### config.mk
export PLATFORM = sky130hd
export DESIGN_NAME = combiner_n
export DESIGN_NICKNAME = d
export VERILOG_FILES = /design/src/rtl/combiner_n.sv
export SDC_FILE = /design/constraint.sdc
export NUM_CORES = 1
export LEC_CHECK = 0
export BUFFER_PORTS_ARGS = -buffer_cell sky130_fd_sc_hd__buf_2
export CAP_MARGIN = 0
export CORE_AREA = 2 2 208 210
export CTS_BUF_LIST = sky130_fd_sc_hd__clkbuf_8
export DETAILED_ROUTE_END_ITERATION = 10
export DIE_AREA = 0 0 210 212
export PLACE_DENSITY = 0.8
export SETUP_SLACK_MARGIN = 0.3
export SKIP_LAST_GASP = 1
export SLEW_MARGIN = 20
export SYNTH_ARGS = -nofsm -noshare
export SYNTH_HDL_FRONTEND = slang
export SYNTH_SLANG_ARGS = --single-unit
### constraint.sdc
create_clock -name iCLK -period 4.5 [get_ports iCLK]
set_input_delay 0.9 -clock iCLK [delete_from_list [all_inputs] [get_ports iCLK]]
set_output_delay 0.9 -clock iCLK [all_outputs]
set_load 0.05 [all_outputs]
### src/rtl/combiner_n.sv
// rtl/combiner_n.sv - joins SIZE valid/ready lanes into one concatenated output beat
module combiner_n #(
  parameter int    SIZE  = 8,
  parameter int    WIDTH = 32,
  parameter string BURST = "yes"
) (
  input  logic                  iCLK,
  input  logic                  iRST,
  input  logic [SIZE-1:0]       iValid_AM,
  output logic [SIZE-1:0]       oReady_AM,
  input  logic [SIZE*WIDTH-1:0] iData_AM,
  output logic                  oValid_BM,
  input  logic                  iReady_BM,
  output logic [SIZE*WIDTH-1:0] oData_BM
);

  // In burst mode a slot being joined this cycle may take its next word at once
  localparam bit burstMode = (BURST == "yes");

  logic [SIZE-1:0]             full;
  logic [SIZE-1:0][WIDTH-1:0]  slot;
  logic                        ovld;
  logic [SIZE*WIDTH-1:0]       odata;
  logic                        joinNow;
  logic [SIZE-1:0]             acc;

  // A beat forms when every lane holds a word and the output register is free or draining;
  // ready is therefore combinational on iReady_BM in burst mode
  always_comb begin
    joinNow   = (&full) && (!ovld || iReady_BM);
    oReady_AM = '0;
    for (int i = 0; i < SIZE; i++) begin
      oReady_AM[i] = !full[i] || (burstMode && joinNow);
    end
    acc = iValid_AM & oReady_AM;
  end

  // Capture per-lane words, empty slots on join, and load the registered output beat
  always_ff @(posedge iCLK) begin
    if (iRST) begin
      full  <= '0;
      slot  <= '0;
      ovld  <= 1'b0;
      odata <= '0;
    end else begin
      for (int i = 0; i < SIZE; i++) begin
        if (acc[i]) begin
          slot[i] <= iData_AM[i*WIDTH +: WIDTH];
          full[i] <= 1'b1;
        end else if (joinNow) begin
          full[i] <= 1'b0;
        end
      end
      if (joinNow) begin
        ovld  <= 1'b1;
        odata <= slot;
      end else if (iReady_BM) begin
        ovld  <= 1'b0;
      end
    end
  end

  assign oValid_BM = ovld;
  assign oData_BM  = odata;

endmodule

# Word-level counts from Yosys, hierarchy flattened
# Cells that the tools add are included.
[classes]
n_mux = 11
n_bitwise = 1
reduce_logical = 29
[ops]
columns = ["op", "n"]
rows = [
  ["$reduce_bool 2->1", 9],
  ["$mux 1", 11],
  ["$logic_not 1->1", 9],
  ["$logic_or 1x1->1", 9],
  ["$and 8x8->8", 1],
  ["$reduce_and 8->1", 1],
  ["$logic_and 1x1->1", 1],
]
[word_totals]
ff_bits = 521
output_inout_bits = 265
elab_cells = 59

# Depth between registers and ports, before layout
# Gate-level depths: netlist of the first run.
[logic_depth]
depth_word = 6
ltp_mapped = 6

# Worst setup path before layout of the first run
# Ideal clock, no wire load.
[synth_path]
path_type = "input port to output port"
startpoint = "in iReady_BM"
endpoint = "out oReady_AM[4]"
arrival_time_ps = 2616
t_required_ps = 3600
slack_ps = 984
path_stages = 4
path_buffers = 2
cell_sequence = "nor2b_1 buf_6 buf_2 o31ai_1"
[synth_via]
elab_chain_cells = 3
[synth_rtl]
columns = ["element", "line", "text"]
rows = [
  ["start: declaration", "13", "input logic iReady_BM,"],
  ["$logic_or 1x1->1", "30", "joinNow = (&full) && (!ovld || iReady_BM);"],
  ["$logic_and 1x1->1", "30", ""],
  ["$logic_or 1x1->1", "33", "oReady_AM[i] = !full[i] || (burstMode && joinNow);"],
  ["end: declaration", "10", "output logic [SIZE-1:0] oReady_AM,"],
]
# Every way passes these cells.

# Worst setup path in the final report of the first run
[layout_path]
startpoint = "reg full[2]"
endpoint = "out oReady_AM[2]"
[layout_via]
elab_chain_cells = 3
[layout_rtl]
columns = ["element", "line", "text"]
rows = [
  ["start: declaration", "20", "logic [SIZE-1:0] full;"],
  ["start signal: assignment", "41", "full <= '0;"],
  ["start signal: indexed assignment", "49", "full[i] <= 1'b1;"],
  ["start signal: indexed assignment", "51", "full[i] <= 1'b0;"],
  ["$reduce_and 8->1", "30", ""],
  ["$logic_and 1x1->1", "30", ""],
  ["$logic_or 1x1->1 (*)", "33", ""],
]
# Mark *: on every way between the ends. The rest lies on a longest branch, timed or not.

==> results of run 1 <==
sequential cells by signal, summed over array words and instances (netlist names):
signal	count
oData_BM	256
full	8
oValid_BM	1
slot	256
placed cells by master, fill, tap and decap left out, types with 2 or more instances in the layout:
master	count
buf_2	530
dfxtp_1	521
nand2b_1	520
a21oi_1	265
o31ai_1	264
nand4_1	257
mux2i_1	256
clkbuf_8	110
inv_1	29
buf_4	29
diode_2	23
buf_12	13
o41ai_4	8
clkinv_2	8
and4_4	2
clkinvlp_4	2
cell usage after synthesis:
cell,number
nor2b_1,1
buf_6,24
and4_1,2
buf_1,19
a21oi_1,265
inv_1,8
nor2_1,1
buf_2,22
nand4_2,1
clkbuf_1,198
mux2i_1,256
buf_4,23
dfxtp_1,521
o31ai_1,264
nand2b_1,521
o41ai_4,8
nand4_1,257
power by group through the flow:
stage | Clock, mW | Combinational, mW | Sequential, mW
CTS | 4.12 | 0.718 | 4.86
detailed placement | 0 | 0.714 | 4.95
floorplan | 0 | 0.504 | 4.93
global route | 4.30 | 0.779 | 4.87
global placement | 0 | 0.695 | 4.95
finish | 4.06 | 0.720 | 4.86
area by class of cell:
cell class / instances / area, um2
Clock buffer: 110 / 1510
Sequential cell: 521 / 10400
Antenna cell: 23 / 57.6
Tap cell: 546 / 683
Fill cell: 3438 / 15500
Clock inverter: 32 / 143
Inverter: 8 / 30.0
Timing Repair Buffer: 574 / 3160
Multi-Input combinational cell: 1576 / 11000
how the worst max path moves through the flow:
stage,startpoint,end,slack (ps),cells past startpoint
final,full[2],oReady_AM[2],690,3
after global routing,full[2],oReady_AM[5],540,3
after CTS,full[2],oReady_AM[2],690,3
after detailed placement,iReady_BM,slot[232],1070,6
after global placement,iReady_BM,slot[232],1050,6
after floorplan,iReady_BM,oReady_AM[4],980,4
logic make-up after synthesis:
logic type             after synthesis
AND/OR/NAND/NOR                    783
AO/OA/AOI/OAI                      537
flip-flops                         521
buffers and inverters              294
multiplexers                       256
per-stage QoR:
step / setup WS (ps) / hold slack, ps / area, um2 / power (mW) / std cells
2_1_floorplan: 984 / 447 / 22800 / 5.43 / 2391
3_3_place_gp: 1050 / 452 / 25300 / 5.64 / 3225
3_5_place_dp: 1070 / 456 / 25300 / 5.67 / 3225
4_1_cts: 693 / 454 / 27000 / 9.69 / 3367
5_1_grt: 542 / 473 / 27000 / 9.95 / 3388
6_report: 694 / 455 / 27000 / 9.64 / 3390
per-layer routing:
metal	vias to the layer above	wire (um)	global-route usage, %
met5	-	150	0
met2	862	32100	46.0
met4	22	3190	16.3
met3	195	5810	8.24
li1	9397	-	-
met1	9929	27900	36.3
worst reg2reg max path, stage by stage, from the launching register on:
cell and delay (ps):
dfxtp_1 500, nand4_4 780, buf_4 710, buf_4 490, o31ai_1 420, a21oi_1 120
==> results_dict.tcl, run 1 <==
set metrics [dict create \
    rr_worst_depth 5 \
    hold_class "reg2reg" \
    reg2reg_from "full[2]" \
    synth_top_area_share_pct 45.7 \
    drive_gt1_share_pct 25.1 \
    synth_compound_area_share_pct 15.5 \
    ctsResizeCount 0 \
    grt_pass1_wl_um 105000 \
    grtUsageTotal_pct 29.2 \
    dieArea_mm2 0.0445 \
    dr.pass1.iters 5 \
    synthAdderAreaFrac_pct 0 \
    critPathBufInv 1 \
    route.detailed.drc 0 \
    synth.cell_area_mm2 0.0228 \
    dpl.hpwl_um 42000 \
    htree_levels 3 \
    core_mm2 0.0425 \
    ys.warnings.count 0 \
    vias_per_cell 6.02 \
    required_ps 3600 \
    portBuffers 531 \
    fin_setup_tns_ps 0 \
    crit_slowest_cell "nand4_4" \
    synth_area_leaders "dfxtp_1 46%, nand2b_1 14%, mux2i_1 11%, o31ai_1 8.7%, nand4_1 7.0%" \
    drt-total-wl_um 69100 \
    synth_nets 2658 \
    irDropWorstVdd_v 0.000276 \
    place_congestion 0.858 \
    min_to "oData_BM[3]" \
    numCtsBuffers 87 \
    p_seq_share_pct 50.4 \
    cp-end-kind "primary output" \
    rsz0062_at_grt "no" \
    cp_top_family "simple AND/OR/NAND/NOR gates" \
    powerDensity_mw_per_mm2 357 \
    drv_slew 0 \
    start_kind "flop" \
    die_w_um 210 \
    vias 20405 \
    drtIter0Drc 1997 \
    worstHoldStart "slot[3]" \
    grt_pass1_vias 19490 \
    internal-power_mw 7.29 \
    utilization_pct 63.6 \
    clk_latency_ps 650 \
    synthSimpleGateAreaFrac_pct 21.5 \
    period_share_pct 84.6 \
    netSwitchingFraction_pct 24.4 \
    reg2reg_to "oData_BM[14]" \
    max_cap_violations 0 \
    placementRows 76 \
    fin_crit_ps 3810 \
    max_freq_mhz 263 \
    gr-total-overflow 0 \
    leakagePower_nw 10.8 \
    crit_chain "nand4_4, o31ai_1, buf_2" \
    die_y_um 212 \
    clockBufferDepth 3 \
    p_switching_mw 2.35 \
    worstMarginPinSlew_ps 1140 \
    clkTransAtPathRegs_ps 60 \
    avgSynthCellArea_um2 9.55 \
    hold_viol_final 0 \
    cts_tree "built" \
    postCtsSetupBuffers 0 \
    p_comb_share_pct 7.5 \
    status "finished clean" \
    worst_hold_path.num_cells 2 \
    area_growth_pct 18.5 \
    ys_ff_latch 521 \
    ios 532 \
    clkPwrFrac_pct 42.1 \
    ant_nets 0 \
    root_buffer "clkbuf_8" \
    synth_top_family_by_area "simple AND/OR/NAND/NOR gates" \
    netlist_instances 2391 \
    grt_max_degree 166 \
    r2r_setup_slack_ps 1360 \
    worst-path-max-fanout 37 \
    synth_xor_xnor_area_share_pct 0 \
    holdBufCountCts 0 \
    synthMuxAreaShare_pct 11.2 \
    slowest_delay_ps 780 \
    nets 3035 \
    maxSlewHeadroom_pct 24.0 \
    clock_sinks 521 \
    ys_seq_area_share_pct 45.7 \
    path_class "reg2out" \
    arrival_ps 2910 \
    initial_core_util_pct 53.7 \
    fin_worst_skew_ps 20.7 \
    setup-violations-final 0 \
    synth.distinct_cells 17 \
    antenna_found_initial 32 \
    yosysTopAreaCell "dfxtp_1" \
    wl_per_cell_um 20.4 \
]
(Power assumes the default switching activity.)
==> run 2, diff against run 1 <==
--- a/config.mk
+++ b/config.mk
@@ -5,13 +5,14 @@
 export SDC_FILE = /design/constraint.sdc
 export NUM_CORES = 1
 export LEC_CHECK = 0
+export ABC_AREA = 1
 export BUFFER_PORTS_ARGS = -buffer_cell sky130_fd_sc_hd__buf_2
 export CAP_MARGIN = 0
-export CORE_AREA = 2 2 208 210
+export CORE_MARGIN = 2
+export CORE_UTILIZATION = 50
 export CTS_BUF_LIST = sky130_fd_sc_hd__clkbuf_8
 export DETAILED_ROUTE_END_ITERATION = 10
-export DIE_AREA = 0 0 210 212
-export PLACE_DENSITY = 0.8
+export PLACE_DENSITY = 0.79
 export SETUP_SLACK_MARGIN = 0.3
 export SKIP_LAST_GASP = 1
 export SLEW_MARGIN = 20
==> constraint.sdc (replaced) <==
create_clock -name iCLK -period 3.3 [get_ports iCLK]
set_input_delay 0.66 -clock iCLK [delete_from_list [all_inputs] [get_ports iCLK]]
set_output_delay 0.66 -clock iCLK [all_outputs]
set_load 0.05 [all_outputs]
==> results_dict.tcl, run 2 <==
set metrics [dict create \
    ctsResizeCount 0 \
    reg2reg_to "slot[156]" \
    htree_levels 3 \
    ys.warnings.count 0 \
    r2r_setup_slack_ps 1170 \
    dpl.hpwl_um 36200 \
    dpl-instance-area_mm2 0.0233 \
    vias_per_cell 4.96 \
    ios 532 \
    dr.pass1.iters 6 \
    fin_ws_ps 559 \
    synthMuxAreaShare_pct 0 \
    core_mm2 0.0409 \
    synthArstFlopShare_pct 0 \
    die_w_um 208 \
    numCtsBuffers 84 \
    netlist_top_cells_count "521 x a21oi_1, 521 x dfxtp_1, 521 x inv_1, 268 x nand2_1, 257 x nor2_1" \
    hold_class "in2reg" \
    p_switching_mw 3.36 \
    ys_seq_area_share_pct 50.3 \
    utilization_pct 61.4 \
    cts_tree "built" \
    holdWs_ps 339 \
    clkTransAtPathRegs_ps 70 \
    clock_sinks 521 \
    critPathLaunch "full[6]" \
    synth_xor_xnor_area_share_pct 0 \
    gr-total-overflow 0 \
    synth_flop_cell "dfxtp_1" \
    netSwitchingFraction_pct 24.8 \
    fin_area_mm2 0.0251 \
    synth_edf_count 0 \
    grt_max_degree 140 \
    dp_cells 3704 \
    cp-end-kind "primary output" \
    synthAdderAreaFrac_pct 0 \
    powerDensity_mw_per_mm2 541 \
    reg2reg_from "full[6]" \
    dieArea_mm2 0.0431 \
    rr_worst_depth 9 \
    max_cap_violations 0 \
    worstMarginPinSlew_ps 804 \
    required_ps 2640 \
    fin_cells 3863 \
    drtIter0Drc 1576 \
    ant_nets 0 \
    route.detailed.drc 0 \
    root_buffer "clkbuf_8" \
    finalPower_mw 13.6 \
    yosysTopAreaCell "dfxtp_1" \
    p_comb_share_pct 8.6 \
    synth_area_leaders "dfxtp_1 50%, a21oi_1 13%, inv_1 9.4%, nand3_1 6.2%, o21ai_0 5.2%" \
    clk_latency_ps 630 \
    fin_setup_tns_ps 0 \
    worst-path-max-fanout 9 \
    antenna_found_initial 10 \
    crit_end "oReady_AM[2]" \
    netlist_instances 2830 \
    avgSynthCellArea_um2 7.33 \
    synthSimpleGateAreaFrac_pct 15.9 \
    grtUsageTotal_pct 24.4 \
    p_seq_share_pct 49.1 \
    path_class "reg2out" \
    fin_worst_skew_ps 29.8 \
    drv_slew 0 \
    drive_gt1_share_pct 21.4 \
    grt_pass1_wl_um 86800 \
    synth.distinct_cells 18 \
    die_y_um 208 \
    status "finished clean" \
    internal-power_mw 10.2 \
    synth.cell_area_mm2 0.0207 \
    area_growth_pct 21.1 \
    synth_compound_area_share_pct 18.8 \
    initial_core_util_pct 50.7 \
    setup-violations-final 0 \
    start_kind "flop" \
    place_congestion 0.851 \
    maxSlewHeadroom_pct 46.4 \
    placementRows 74 \
    drt-total-wl_um 55000 \
    clockBufferDepth 3 \
    leakagePower_nw 12.3 \
    synth_top_area_share_pct 50.3 \
    hold_viol_final 0 \
    fin_crit_ps 2740 \
    synth_nets 3097 \
    wl_per_cell_um 14.2 \
    nets 3529 \
    ys_ff_latch 521 \
    arrival_ps 2080 \
    grt_pass1_vias 17278 \
    portBuffers 531 \
    rsz0062_at_grt "no" \
    period_share_pct 83.1 \
    pre_cts_slack_ps 601 \
    layout_common_cells "541 x inv_1, 530 x buf_2, 521 x a21oi_1, 521 x dfxtp_1, 261 x nand2_1" \
    vias 19172 \
    max_freq_mhz 365 \
    synth_top_family_by_area "compound AO/OA/AOI/OAI gates" \
    irDropWorstVdd_v 0.000365 \
    final_common_cell "inv_1" \
    clkPwrFrac_pct 42.3 \
]
==> run 2: changes by cell type after synthesis, moves of 112 or more <==
| cell | change |
|---|---|
| mux2i_1 | -256 |
| nand3_1 | +256 |
| nand2b_1 | -521 |
| inv_1 | +513 |
| clkbuf_1 | -112 |
| a21oi_1 | +256 |
| nand2_1 | +268 |
| nor2_1 | +256 |
| o21ai_0 | +214 |
| o31ai_1 | -264 |
| nand4_1 | -257 |
==> run 2: layout make-up <==
class	count	area (um2)
Antenna cell	7	17.5
Clock buffer	114	1570
Clock inverter	34	210
Fill cell	3731	15800
Inverter	522	1970
Multi-Input combinational cell	1561	7190
Sequential cell	521	10400
Tap cell	532	666
Timing Repair Buffer	572	3070
==> run 2: worst min path at each step <==
stage | slack [ps] | endpoint | cells after the start | start
global placement | 430 | oData_BM[215] | 2 | oData_BM[215]
CTS | 280 | slot[232] | 5 | iData_AM[232]
floorplan | 450 | slot[0] | 2 | slot[0]
global route | 320 | slot[34] | 5 | iData_AM[34]
detailed placement | 430 | oData_BM[50] | 2 | oData_BM[50]
finish | 340 | slot[174] | 5 | iData_AM[174]
==> run 2: power by group through the flow <==
stage                     combinational [mW]  clock, mW  sequential, mW
after detailed placement                1.16          0            6.80
after CTS                               1.17       5.88            6.67
after global placement                  1.15          0            6.79
after floorplan                        0.854          0            6.77
final                                   1.17       5.75            6.67
after global routing                    1.33       6.16            6.69
==> run 2: what timing repair did <==
item,CTS,global route
setup endpoints to repair,0,4
hold buffers,0,0
setup buffers,0,4
==> run 2: cell families (layout without fill, tap and decap cells) <==
family / after synthesis / in the layout
flip-flops: 521 / 521
other: 0 / 7
AND/OR/NAND/NOR: 784 / 784
AO/OA/AOI/OAI: 777 / 777
buffers and inverters: 748 / 1242
==> run 2: per-layer routing <==
| layer | part of all wire (%) | GRT usage, % | vias to the layer above | wire, um |
|---|---|---|---|---|
| met4 | 3.4 | 11.3 | 6 | 1850 |
| met5 | 0.049 | 0 | - | 27 |
| met3 | 8.1 | 7.02 | 118 | 4470 |
| li1 | - | - | 9791 | - |
| met2 | 47 | 39.6 | 617 | 25900 |
| met1 | 41 | 30.0 | 8640 | 22700 |
==> run 2: worst max-delay path, stage by stage (launching register included) <==
cell and delay [ps]:
dfxtp_1 390, nand2_1 90, nor2_2 190, nand3_4 180, buf_4 230, nand2_2 80, buf_2 300
